--- src/rtl/bcd_arb_pkg.sv ---
// Shared types and constants for the round-robin BCD converter arbiter.
package bcd_arb_pkg;

  typedef enum logic [1:0] {
    IDLE    = 2'd0,
    ISSUE   = 2'd1,
    WAIT    = 2'd2,
    DELIVER = 2'd3
  } arb_state_t;

  localparam int BCD_W   = 16;
  localparam int BCD_MAX = 9999;
  localparam logic [BCD_W-1:0] BCD_SAT = 16'h9999;
  localparam logic [BCD_W-1:0] BCD_ERR = 16'hEEEE;

  function automatic int idx_width(input int n);
    return (n > 1) ? $clog2(n) : 1;
  endfunction

endpackage

--- src/rtl/bcd_convert_arbiter_rr_pick.sv ---
// Combinational round-robin picker: first active request at or after ptr, wrapping.
module rr_pick
  import bcd_arb_pkg::*;
#(
  parameter int NREQ  = 4,
  parameter int IDX_W = 2
) (
  input  logic [NREQ-1:0]  req,
  input  logic [IDX_W-1:0] ptr,
  output logic [NREQ-1:0]  grant,
  output logic [IDX_W-1:0] idx
);

  logic found;

  always_comb begin
    grant = '0;
    idx   = '0;
    found = 1'b0;
    for (int k = 0; k < NREQ; k++) begin
      if (!found && req[(int'(ptr) + k) % NREQ]) begin
        found = 1'b1;
        idx   = IDX_W'((int'(ptr) + k) % NREQ);
        grant[(int'(ptr) + k) % NREQ] = 1'b1;
      end
    end
  end

endmodule

--- src/rtl/bcd_convert_arbiter.sv ---
// Shares one binary-to-BCD converter among NREQ requesters with round-robin grant.
// Optional watchdog abort in WAIT is enabled by defining BCD_ARB_TIMEOUT_EN.
module bcd_convert_arbiter
  import bcd_arb_pkg::*;
#(
  parameter int NREQ        = 4,
  parameter int VAL_W       = 14,
  parameter int TIMEOUT_CYC = 255
) (
  input  logic                    clk,
  input  logic                    rst,
  input  logic [NREQ-1:0]         req,
  input  logic [NREQ*VAL_W-1:0]   req_data,
  output logic [NREQ-1:0]         ack,
  output logic                    busy,
  output logic                    cvt_start,
  output logic [VAL_W-1:0]        cvt_value,
  input  logic                    cvt_done,
  input  logic [BCD_W-1:0]        cvt_bcd,
  output logic [BCD_W-1:0]        bcd_out,
  output logic                    bcd_valid,
  output logic                    bcd_ovf,
  output logic                    err
);

  localparam int IDX_W = idx_width(NREQ);

  if (NREQ < 2 || NREQ > 8) begin : g_bad_nreq
    $error("bcd_convert_arbiter: NREQ must be 2..8");
  end
  if (TIMEOUT_CYC < 1) begin : g_bad_timeout
    $error("bcd_convert_arbiter: TIMEOUT_CYC must be at least 1");
  end

  arb_state_t       state_q, state_d;
  logic [IDX_W-1:0] ptr_q, pick_idx, ptr_next;
  logic [NREQ-1:0]  pick_grant, owner_q;
  logic [VAL_W-1:0] pick_val;
  logic             any_req, out_of_range;
  logic [BCD_W-1:0] bcd_q;
  logic             ovf_q;

  rr_pick #(
    .NREQ  (NREQ),
    .IDX_W (IDX_W)
  ) u_pick (
    .req   (req),
    .ptr   (ptr_q),
    .grant (pick_grant),
    .idx   (pick_idx)
  );

  assign any_req      = |req;
  assign pick_val     = req_data[pick_idx*VAL_W +: VAL_W];
  assign out_of_range = 32'(pick_val) > BCD_MAX;
  assign ptr_next     = (pick_idx == IDX_W'(NREQ - 1)) ? '0 : pick_idx + 1'b1;

`ifdef BCD_ARB_TIMEOUT_EN
  localparam int CNT_W = $clog2(TIMEOUT_CYC + 1);
  logic [CNT_W-1:0] tcnt_q;
  logic             err_q;
  logic             timeout;

  // Fires on the last permitted WAIT cycle so the abort follows exactly TIMEOUT_CYC WAIT cycles.
  assign timeout = (tcnt_q == CNT_W'(TIMEOUT_CYC - 1));
`endif

  always_ff @(posedge clk or negedge rst) begin
    if (!rst) state_q <= IDLE;
    else      state_q <= state_d;
  end

  always_comb begin
    state_d = state_q;
    case (state_q)
      IDLE:    if (any_req) state_d = out_of_range ? DELIVER : ISSUE;
      ISSUE:   state_d = WAIT;
      WAIT: begin
        if (cvt_done) state_d = DELIVER;
`ifdef BCD_ARB_TIMEOUT_EN
        else if (timeout) state_d = DELIVER;
`endif
      end
      DELIVER: state_d = IDLE;
      default: state_d = IDLE;
    endcase
  end

  // Operand, owner and result registers; out-of-range operands bypass the converter.
  always_ff @(posedge clk or negedge rst) begin
    if (!rst) begin
      ptr_q     <= '0;
      owner_q   <= '0;
      cvt_value <= '0;
      bcd_q     <= '0;
      ovf_q     <= 1'b0;
    end else begin
      case (state_q)
        IDLE: begin
          if (any_req) begin
            cvt_value <= pick_val;
            owner_q   <= pick_grant;
            ptr_q     <= ptr_next;
            ovf_q     <= out_of_range;
            if (out_of_range) bcd_q <= BCD_SAT;
          end
        end
        WAIT: begin
          if (cvt_done) bcd_q <= cvt_bcd;
`ifdef BCD_ARB_TIMEOUT_EN
          else if (timeout) bcd_q <= BCD_ERR;
`endif
        end
        default: ;
      endcase
    end
  end

`ifdef BCD_ARB_TIMEOUT_EN
  always_ff @(posedge clk or negedge rst) begin
    if (!rst) begin
      tcnt_q <= '0;
      err_q  <= 1'b0;
    end else begin
      case (state_q)
        IDLE:  if (any_req) err_q <= 1'b0;
        ISSUE: tcnt_q <= '0;
        WAIT: begin
          if (!cvt_done) begin
            if (timeout) err_q <= 1'b1;
            else         tcnt_q <= tcnt_q + 1'b1;
          end
        end
        default: ;
      endcase
    end
  end

  assign err = bcd_valid & err_q;
`else
  assign err = 1'b0;
`endif

  assign busy      = (state_q != IDLE);
  assign cvt_start = (state_q == ISSUE);
  assign bcd_valid = (state_q == DELIVER);
  assign ack       = bcd_valid ? owner_q : '0;
  assign bcd_out   = bcd_q;
  assign bcd_ovf   = bcd_valid & ovf_q;

endmodule

--- config.mk ---
export PLATFORM = sky130hd
export DESIGN_NAME = bcd_convert_arbiter
export DESIGN_NICKNAME = d
export VERILOG_FILES = /design/src/rtl/bcd_arb_pkg.sv /design/src/rtl/bcd_convert_arbiter_rr_pick.sv /design/src/rtl/bcd_convert_arbiter.sv
export SDC_FILE = /design/constraint.sdc
export NUM_CORES = 1
export LEC_CHECK = 0
export BUFFER_PORTS_ARGS = -buffer_cell sky130_fd_sc_hd__buf_2
export CAP_MARGIN = 5
export CORE_MARGIN = 2
export CORE_UTILIZATION = 44
export CTS_BUF_LIST = sky130_fd_sc_hd__clkbuf_16
export CTS_CLUSTER_SIZE = 40
export DETAILED_ROUTE_END_ITERATION = 6
export GPL_ROUTABILITY_DRIVEN = 1
export PLACE_DENSITY = 0.77
export SLEW_MARGIN = 20
export SYNTH_ARGS = -nofsm -noshare
export SYNTH_HDL_FRONTEND = slang
export SYNTH_SLANG_ARGS = --single-unit
--- constraint.sdc ---
create_clock -name clk -period 4.1 [get_ports clk]
set_input_delay 1.23 -clock clk [delete_from_list [all_inputs] [get_ports clk]]
set_output_delay 1.23 -clock clk [all_outputs]
set_load 0.03 [all_outputs]
## Word-level counts from Yosys, hierarchy flattened

Cells that the tools add are included.

- $add $sub $neg: 4
- Multipliers: 1
- Magnitude comparators: 9
- Equal/unequal tests: 7
- Shift-type cells: 1
- Muxes and demuxes: 40
- Bitwise gates (word level): 7
- Reduce and logical (&&, ||, !) cells: 20

Operators by type and width:

| kind | count |
|---|---|
| 56-bit by 7-bit indexed part select with 14-bit output | 1 |
| 16-bit 2-to-1 mux | 3 |
| 16-bit one-hot mux with 2 select lines | 1 |
| 4-bit 2-to-1 mux | 5 |
| 2-bit 2-to-1 mux | 8 |
| 14-bit greater-than comparator, second input constant | 1 |
| 1-bit 2-to-1 mux | 14 |
| 3-bit by 4-bit less-than comparator with 1-bit output, second input constant | 3 |
| 4-bit OR | 3 |
| 3-bit by 1-bit >= comparator with 1-bit output, second input constant | 3 |
| 1-bit binary-select mux with 2-bit select | 4 |
| 1-bit demux with 2-bit select | 4 |
| 2-bit one-hot mux with 4 select lines | 1 |
| 1-bit logical AND | 7 |
| 2-bit == test, second input constant | 3 |
| 2-bit inequality test, second input constant | 3 |
| 2-bit OR reduction | 3 |
| 2-bit by 3-bit multiplier with 5-bit output, second input constant | 1 |
| 2-bit by 1-bit adder with 2-bit output, second input constant | 2 |
| 2-bit adder, second input constant | 2 |
| 2-bit AND reduction | 2 |
| 4-bit AND reduction | 1 |
| 2-bit nonzero test | 2 |
| 4-bit OR reduction | 1 |
| other kinds (7) | 11 |

- Flip-flop bits (word level): 39
- Input port bits: 79
- Output and inout bits: 39
- Word-level logic and storage cells: 95

## Longest topological paths before layout

Gate-level depths: netlist (run 1).

- Word-level depth: 20
- Gate-level depth with buffers: 18
- Depth with buffers taken out: 11

## By module

From an unflattened synthesis (run 1), not the netlist that was laid out.

- Cell total of the unflattened synthesis: 202
- Area total of the unflattened synthesis: 2493.6 sq um

By module, submodules not included:

| module | times used | cells each | area an instance (sq um) | sequential area each (sq um) |
|---|---|---|---|---|
| bcd_convert_arbiter | 1 | 137 | 2004.4 | 975.9 |
| rr_pick | 1 | 65 | 489.2 | 0.0 |

## Least setup slack after synthesis (run 1)

OpenSTA, ideal clock, no wires.

- Path kind: register to register
- Start: register ptr_q[0]
- End: register bcd_q[13] (netlist: bcd_out[13])
- Setup time: 122 ps
- Arrival time: 4042 ps
- Data required time: 3978 ps
- Slack: -63 ps
- Stages on the path, launching flop included: 19
- Buffers on the path: 7
- Period minus slack after synthesis: 4163 ps
- Path through: dfrtp_1 > buf_6 > clkbuf_1 > clkbuf_1 > inv_1 > ha_1 > buf_2 > mux4_2 > nor2b_4 > buf_6 > o21a_1 > buf_4 > a211oi_1 > a311o_1 > o21bai_1 > o21ai_2 > a31oi_4 > buf_6 > a32o_1

- Cells in the longest elaborated chain, start to end: 17
- Elaborated cells between the ends (all ways): 32
- Those cells by class: 3 x add/sub; 1 x mul; 1 x order compare; 1 x eq/ne; 1 x shift; 18 x mux; 7 x reduce/logical

RTL lines:

| element | line | RTL |
|---|---|---|
| start, declared | bcd_convert_arbiter.sv:36 | `logic [IDX_W-1:0] ptr_q, pick_idx, ptr_next;` |
| start signal, assigned | bcd_convert_arbiter.sv:103 | `ptr_q <= ptr_next;` |
| 2-bit by 1-bit adder with 2-bit output or 1-bit binary-select mux with 2-bit select (tied branches) | bcd_convert_arbiter_rr_pick.sv:21, bcd_convert_arbiter_rr_pick.sv:23 |  |
| 1-bit binary-select mux with 2-bit select or 1-bit 2-to-1 mux (tied branches) | bcd_convert_arbiter_rr_pick.sv:21 | `if (!found && req[(int'(ptr) + k) % NREQ]) begin` |
| 1-bit 2-to-1 mux (implied by the code) | bcd_convert_arbiter_rr_pick.sv:21 |  |
| 1-bit 2-to-1 mux (implied by the code) or 1-bit logical NOT (tied branches) | bcd_convert_arbiter_rr_pick.sv:21 |  |
| 1-bit logical AND | bcd_convert_arbiter_rr_pick.sv:21 |  |
| 1-bit 2-to-1 mux | bcd_convert_arbiter_rr_pick.sv:21 |  |
| 1-bit logical NOT | bcd_convert_arbiter_rr_pick.sv:21 |  |
| 1-bit logical AND | bcd_convert_arbiter_rr_pick.sv:21 |  |
| 1-bit 2-to-1 mux | bcd_convert_arbiter_rr_pick.sv:21 |  |
| 1-bit logical NOT | bcd_convert_arbiter_rr_pick.sv:21 |  |
| 1-bit logical AND | bcd_convert_arbiter_rr_pick.sv:21 |  |
| 2-bit 2-to-1 mux (*) | bcd_convert_arbiter_rr_pick.sv:21 |  |
| 2-bit by 3-bit multiplier with 5-bit output (*) | bcd_convert_arbiter.sv:54 | `assign pick_val = req_data[pick_idx*VAL_W +: VAL_W];` |
| 56-bit by 7-bit indexed part select with 14-bit output (*) | bcd_convert_arbiter.sv:54 |  |
| 14-bit greater-than comparator (*) | bcd_convert_arbiter.sv:55 | `assign out_of_range = 32'(pick_val) > BCD_MAX;` |
| 2-bit inequality test (no line) (*) | n/a |  |
| 4-bit AND reduction (no line) (*) | n/a |  |
| end signal, assigned | bcd_convert_arbiter.sv:109 | `if (cvt_done) bcd_q <= cvt_bcd;` |
| end, declared | bcd_convert_arbiter.sv:40 | `logic [BCD_W-1:0] bcd_q;` |

Mark *: on every way between the ends. The rest lies on a longest branch, timed or not. The select of a mux whose other input is x is not followed.
A chain may end at the register's enable or synchronous reset.

## Worst setup path in the final report (run 1)

- Start: input req[2]
- End: register bcd_q[14] (netlist: bcd_out[14])

- Cells in the longest elaborated chain, start to end: 17
- Elaborated cells between the ends (all ways): 31
- Those cells by class: 1 x mul; 1 x order compare; 2 x eq/ne; 1 x shift; 18 x mux; 8 x reduce/logical

RTL lines:

| element | line | RTL |
|---|---|---|
| start, declared | bcd_convert_arbiter.sv:12 | `input logic [NREQ-1:0] req,` |
| 1-bit binary-select mux with 2-bit select | bcd_convert_arbiter_rr_pick.sv:21 |  |
| 1-bit 2-to-1 mux (implied by the code) | bcd_convert_arbiter_rr_pick.sv:21 |  |
| 1-bit 2-to-1 mux | bcd_convert_arbiter_rr_pick.sv:21 |  |
| 1-bit logical NOT | bcd_convert_arbiter_rr_pick.sv:21 |  |
| 1-bit logical AND | bcd_convert_arbiter_rr_pick.sv:21 |  |
| 1-bit 2-to-1 mux | bcd_convert_arbiter_rr_pick.sv:21 |  |
| 1-bit logical NOT | bcd_convert_arbiter_rr_pick.sv:21 |  |
| 1-bit logical AND | bcd_convert_arbiter_rr_pick.sv:21 |  |
| 1-bit 2-to-1 mux | bcd_convert_arbiter_rr_pick.sv:21 |  |
| 1-bit logical NOT | bcd_convert_arbiter_rr_pick.sv:21 |  |
| 1-bit logical AND | bcd_convert_arbiter_rr_pick.sv:21 |  |
| 2-bit 2-to-1 mux | bcd_convert_arbiter_rr_pick.sv:21 |  |
| 2-bit by 3-bit multiplier with 5-bit output | bcd_convert_arbiter.sv:54 |  |
| 56-bit by 7-bit indexed part select with 14-bit output | bcd_convert_arbiter.sv:54 |  |
| 14-bit greater-than comparator | bcd_convert_arbiter.sv:55 |  |
| 2-bit inequality test (no line) | n/a |  |
| 4-bit AND reduction (no line) (*) | n/a |  |

Marks and branches as above.

==> flow_summary.json, run 1 <==
{
  "holdPathEnd": "cvt_value[1]$_DFFE_PN0P_",
  "ios": 118,
  "startpoint_type": "input port",
  "clock_skew_ns": 0.00428,
  "synth_top_family_by_area": "compound AO/OA/AOI/OAI gates",
  "netlist_instances": 330,
  "crit_fanout": 16,
  "grt_pass1_wl_mm": 13.3,
  "synthesis.nets": 417,
  "crit_arrival_ns": 3.96,
  "yosys.area_share.simple": 0.213,
  "core-area_sq_um": 6350,
  "seq_area_frac_synth": 0.337,
  "clk_latency_ns": 0.28,
  "crit_chain": "buf_2, mux4_2, nor2b_4, o21a_1, a211oi_1, a311o_1, o21bai_1, o21ai_2, a31oi_4, a32o_1",
  "start_util": 0.456,
  "timing.critical_path.slowest_stage_cell": "mux4_2",
  "worstHoldStart": "cvt_value[1]$_DFFE_PN0P_",
  "die_area_sq_um": 7250,
  "yosys_most_used_dff": "dfrtp_1",
  "synth.area.mux_share": 0.0657,
  "instances_no_fill": 528,
  "netlist_top_cells_area": "dfrtp_1, o21ai_0, nand2_1",
  "vias": 3069,
  "die_x_um": 85.1,
  "crit_family": "compound AO/OA/AOI/OAI gates",
  "cts_buffers": 5,
  "status": "complete, no violations",
  "synth_compound_area_frac": 0.283,
  "dpl.cell_count": 520,
  "synth-xor-area-share": 0.00302,
  "max-cap-violations": 0,
  "r2r_cells": 11,
  "synthDistinctLibCells": 64,
  "setup_viol": 0,
  "ys_ff_latch": 39,
  "hold_class": "register to register",
  "max_slew_margin": 0.427,
  "grt_pass1_vias": 2820,
  "power_density_nw_per_um2": 979,
  "overflow": 0,
  "reg2reg_from": "ptr_q[0]$_DFFE_PN0P_",
  "worst_ep_required_time_ns": 4.26,
  "synth_top_area_frac": 0.337,
  "grt.total_usage": 0.223,
  "ys_warn_count": 0,
  "hold_depth": 2,
  "ys_async_sr_fraction": 1.00,
  "slowest_delay_ns": 0.61,
  "rsz0062_at_grt": "false",
  "routabilityCongestion": 0.904,
  "finalInstanceArea_sq_um": 3720,
  "synth_top_area_cell": "dfrtp_1",
  "p_leak_uw": 0.00183,
  "reg2reg_to": "bcd_out[14]$_DFFE_PN0P_",
  "crit_path_end_kind": "register",
  "n_antenna_cell": 0,
  "drive_gt1_frac": 0.366,
  "nFillCells": 575,
  "route.met3.wl_um": 546,
  "avgViaCountPerCell": 5.81,
  "synthAdderAreaFrac": 0.0346,
  "fin_nets": 537,
  "met2_length_mm": 3.78,
  "met1_length_mm": 3.63,
  "vdd_drop_max_uv": 492,
  "wl_per_cell_um": 15.4,
  "min_period_ns": 3.80,
  "synth_edf_count": 0,
  "syn_avg_cell_area_sq_um": 8.78,
  "tightest_slew_ns": 0.859,
  "cts.sinks": 39,
  "cts_htree_levels": 2,
  "cp_num_buf_inv": 1,
  "drt_pre_antenna_iters": 5,
  "cts_hold_buf": 0,
  "clkTransAtPathRegs_ns": 0.06,
  "syn_area_sq_um": 2900,
  "highest_layer": "met4",
  "drt_iter0_drc": 176,
  "fmax_mhz": 263,
  "tns_ns": 0,
  "finalHoldViolCount": 0,
  "cts_resized": 0,
  "drt.antenna.violating_nets": 0,
  "postCtsSetupRepairBufs": 0,
  "cts_root_buf": "clkbuf_16",
  "r2r_slack_ns": 0.41,
  "placed_area_sq_um": 3580,
  "final_common_cell": "buf_2",
  "drc": 0,
  "antenna_found_initial": 0,
  "criticalPathCategory": "input port to register",
  "drt-total-wl_mm": 8.15,
  "grt_max_degree": 40,
  "cts_tree": "done",
  "rows": 29,
  "syn_to_final_growth_pct": 28.5,
  "die_y_um": 85.1,
  "min_period_over_period": 0.927,
  "clockBufferDepth": 2,
  "post-dp-hpwl_mm": 6.28,
  "io_buffers": 116,
  "slew_viol_final": 0,
  "final_cell_mix": "buf_2, nand2_1, dfrtp_1, o21ai_0, nor2_1"
}
[where the power goes]
group          switching (uW)  internal [uW]
Clock                     141            219
Sequential                102            575
Combinational            1620            988
[through the flow]
step	worst slack, ns	utilization	hold slack, ns	power [uW]
6_report	0.300	0.586	0.472	3640
5_1_grt	0.142	0.586	0.496	3920
4_1_cts	0.323	0.586	0.478	3630
3_5_place_dp	0.0455	0.564	0.465	3260
3_3_place_gp	0.153	0.564	0.458	3190
2_1_floorplan	0.0632	-	0.442	2630
[worst register-to-register path, delay by kind of cell (launching register included)]
kind	cells	cell delay [ns]
AOI/OAI and AO/OA	7	1.76
muxes	1	0.68
adders and majority gates	1	0.47
DFF	1	0.34
and+or+nand+nor	1	0.20
buffers and inverters	1	0.11
[synthesized netlist by cell type (4+ instances only)]
| cell | count |
|---|---|
| o21ai_0 | 38 |
| nor3b_1 | 4 |
| mux2_2 | 4 |
| buf_6 | 4 |
| mux2i_1 | 4 |
| a21oi_1 | 6 |
| buf_2 | 4 |
| nor3_1 | 4 |
| clkbuf_1 | 9 |
| inv_1 | 17 |
| a32o_1 | 9 |
| a211oi_1 | 7 |
| nand2_1 | 42 |
| nand3_1 | 18 |
| a22oi_1 | 5 |
| mux4_2 | 4 |
| ha_1 | 8 |
| a221oi_1 | 5 |
| dfrtp_1 | 39 |
| a2bb2oi_1 | 8 |
| nor2_1 | 27 |
| and2_1 | 5 |
| a21o_1 | 4 |
[layer usage]
layer | track usage | up-vias
met5 | 0 | -
met4 | 0.0722 | 0
met3 | 0.0457 | 19
met2 | 0.346 | 132
met1 | 0.315 | 1469
li1 | - | 1449
[logic make-up (layout without fill, tap and decap cells)]
| group | Yosys count | in the layout |
|---|---|---|
| AND/OR/NAND/NOR | 121 | 121 |
| AO/OA/AOI/OAI | 110 | 110 |
| flip-flops | 39 | 39 |
| buffers and inverters | 37 | 158 |
| multiplexers | 13 | 13 |
| adder cells (fa/ha/maj) | 8 | 8 |
| other | 1 | 1 |
| XOR/XNOR | 1 | 1 |
[state kept, by name, summed over array words and instances, names as in the netlist]
signal and count:
owner_q 4, bcd_out 16, cvt_value 14, ptr_q 2, state_q 2, ovf_q 1
[layout make-up]
cell class,count,area [sq um],area share
clock inverters,3,12.5,0.00336
inverters,17,63.8,0.0171
repair buffers,133,708,0.190
multi-input cells,254,1740,0.467
clock buffers,5,125,0.0336
flip-flops and latches,39,976,0.262
well taps,77,96.3,0.0259
[worst max path at each step]
stage,from,slack (ns),endpoint,cells after the start
2_1_floorplan,ptr_q[0]$_DFFE_PN0P_,0.06,bcd_out[13]$_DFFE_PN0P_,18
3_3_place_gp,req[2],0.15,bcd_out[1]$_DFFE_PN0P_,10
3_5_place_dp,req[2],0.05,bcd_out[2]$_DFFE_PN0P_,10
4_1_cts,req[2],0.32,bcd_out[14]$_DFFE_PN0P_,10
5_1_grt,req[2],0.14,bcd_out[2]$_DFFE_PN0P_,10
6_report,req[2],0.30,bcd_out[14]$_DFFE_PN0P_,10
Note: power is estimated with default switching activity, not from simulation.
==> run 2, diff against run 1 <==
--- a/config.mk
+++ b/config.mk
@@ -5,7 +5,7 @@
 export SDC_FILE = /design/constraint.sdc
 export NUM_CORES = 1
 export LEC_CHECK = 0
-export BUFFER_PORTS_ARGS = -buffer_cell sky130_fd_sc_hd__buf_2
+export BUFFER_PORTS_ARGS = -buffer_cell sky130_fd_sc_hd__buf_4
 export CAP_MARGIN = 5
 export CORE_MARGIN = 2
 export CORE_UTILIZATION = 44
==> constraint.sdc (replaced) <==
create_clock -name clk -period 3.48 [get_ports clk]
set_input_delay 1.044 -clock clk [delete_from_list [all_inputs] [get_ports clk]]
set_output_delay 1.044 -clock clk [all_outputs]
set_load 0.03 [all_outputs]
==> flow_summary.json, run 2 (synthesized netlist as in run 1, its figures left out) <==
{
  "criticalPathCategory": "input port to register",
  "antenna_found_initial": 0,
  "wl_per_cell_um": 16.5,
  "p_leak_uw": 0.00216,
  "vias": 3243,
  "final_cell_mix": "buf_4, nand2_1, dfrtp_1, o21ai_0, nor2_1",
  "fin_nets": 575,
  "status": "complete, no violations",
  "grt_pass1_wl_mm": 14.4,
  "clockBufferDepth": 2,
  "slew_viol_final": 0,
  "holdWs_ns": 0.473,
  "reg2reg_from": "ptr_q[0]$_DFFE_PN0P_",
  "crit_fanout": 7,
  "drive_gt1_frac": 0.458,
  "cts.sinks": 39,
  "drt_iter0_drc": 209,
  "drt.antenna.violating_nets": 0,
  "grt_max_degree": 40,
  "hold_depth": 2,
  "fmax_mhz": 292,
  "slowest_delay_ns": 0.29,
  "cts_htree_levels": 2,
  "cts_root_buf": "clkbuf_16",
  "crit_path_end_kind": "register",
  "die_area_sq_um": 7250,
  "placed_area_sq_um": 4170,
  "drt-total-wl_mm": 9.36,
  "final_common_cell": "buf_4",
  "clock_skew_ns": 0.00521,
  "rsz0062_at_grt": "true",
  "instances_no_fill": 566,
  "vdd_drop_max_uv": 652,
  "hold_class": "register to register",
  "worst_ep_required_time_ns": 3.64,
  "clkTransAtPathRegs_ns": 0.06,
  "holdPathEnd": "ovf_q$_DFFE_PN0P_",
  "clk_latency_ns": 0.28,
  "grt_pass1_vias": 3110,
  "crit_arrival_ns": 3.59,
  "reg2reg_to": "bcd_out[14]$_DFFE_PN0P_",
  "die_x_um": 85.1,
  "grt.total_usage": 0.246,
  "r2r_cells": 13,
  "start_util": 0.456,
  "avgViaCountPerCell": 5.73,
  "ios": 118,
  "min_period_ns": 3.42,
  "crit_chain": "buf_6, buf_4, mux2_4, o32ai_1, buf_4, o21ai_0, a211oi_1, a311oi_1, buf_4, nor3_4, o211ai_2, buf_4, a32o_1",
  "cts_tree": "done",
  "power_density_nw_per_um2": 1160,
  "critPathMostFrequentCell": "buf_4",
  "io_buffers": 116,
  "max-cap-violations": 0,
  "crit_family": "compound AO/OA/AOI/OAI gates",
  "post-dp-hpwl_mm": 7.04,
  "core-area_sq_um": 6350,
  "cts_buffers": 5,
  "startpoint_type": "input port",
  "syn_to_final_growth_pct": 56.5,
  "n_antenna_cell": 0,
  "finalHoldViolCount": 0,
  "r2r_slack_ns": 0.15,
  "timing.critical_path.slowest_stage_cell": "o32ai_1",
  "min_period_over_period": 0.984,
  "die_y_um": 85.1,
  "drt_pre_antenna_iters": 4,
  "largest_reg_flops": 16,
  "routabilityCongestion": 0.862,
  "drc": 0,
  "dpl.cell_count": 550,
  "setup_viol": 0,
  "cts_hold_buf": 0,
  "overflow": 0,
  "rows": 29,
  "finalInstanceArea_sq_um": 4530,
  "cp_num_buf_inv": 5,
  "worstHoldStart": "ovf_q$_DFFE_PN0P_"
}
-- run 2: layer usage --
metal / vias to the layer above / track usage / routed length [um] / share of wire
met5: - / 0 / 0 / 0
met4: 0 / 0.0952 / 263 / 0.028
met3: 24 / 0.0486 / 616 / 0.066
met2: 147 / 0.420 / 4750 / 0.51
met1: 1544 / 0.306 / 3730 / 0.40
li1: 1528 / - / - / -
-- run 2: power by group --
part           leakage (uW)  internal [uW]  total, uW  switching (uW)
Clock             0.0000838            337        510             173
Combinational       0.00160           1790       3940            2140
Sequential         0.000471            679        810             131
-- run 2: metrics by stage --
stage                     setup TNS [ns]  worst slack (ns)   util  total power, uW
final                                  0            0.0569  0.714             5260
after global routing               -1.29            -0.103  0.714             5610
after global placement             -3.95            -0.257  0.657             4320
after detailed placement           -4.50            -0.299  0.657             4410
after floorplan                   -0.338            -0.104      -             3250
after CTS                              0           0.00573  0.684             4950
-- run 2: worst max path at each step --
stage | start | endpoint | depth (start not counted)
floorplan | ptr_q[0]$_DFFE_PN0P_ | bcd_out[13]$_DFFE_PN0P_ | 18
global placement | req[2] | bcd_out[11]$_DFFE_PN0P_ | 13
detailed placement | req[3] | bcd_out[14]$_DFFE_PN0P_ | 10
CTS | req[0] | bcd_out[7]$_DFFE_PN0P_ | 15
global route | req[0] | bcd_out[14]$_DFFE_PN0P_ | 12
finish | req[2] | bcd_out[14]$_DFFE_PN0P_ | 13
-- run 2: area by class of cell --
| class | count | area [sq um] |
|---|---|---|
| sequential | 39 | 977 |
| fill | 472 | 1820 |
| multi-input combinational | 254 | 1860 |
| tap | 77 | 96.3 |
| clock inverter | 3 | 43.8 |
| inverter | 17 | 71.3 |
| timing repair buffer | 171 | 1370 |
| clock buffer | 5 | 125 |
-- run 2: worst register-to-register path, delay by kind of cell (launching register included) --
family,cells,cell delay [ns]
AND/OR/NAND/NOR,1,0.20
AO/OA/AOI/OAI,7,1.30
buffers and inverters,3,0.37
flip-flops,1,0.42
multiplexers,1,0.62
adder cells (fa/ha/maj),1,0.32
-- run 2: repair_timing --
item / 4_1_cts / 5_1_grt
setup endpoints to repair: 0 / 16
resized for setup: 0 / 25
setup buffers: 0 / 7
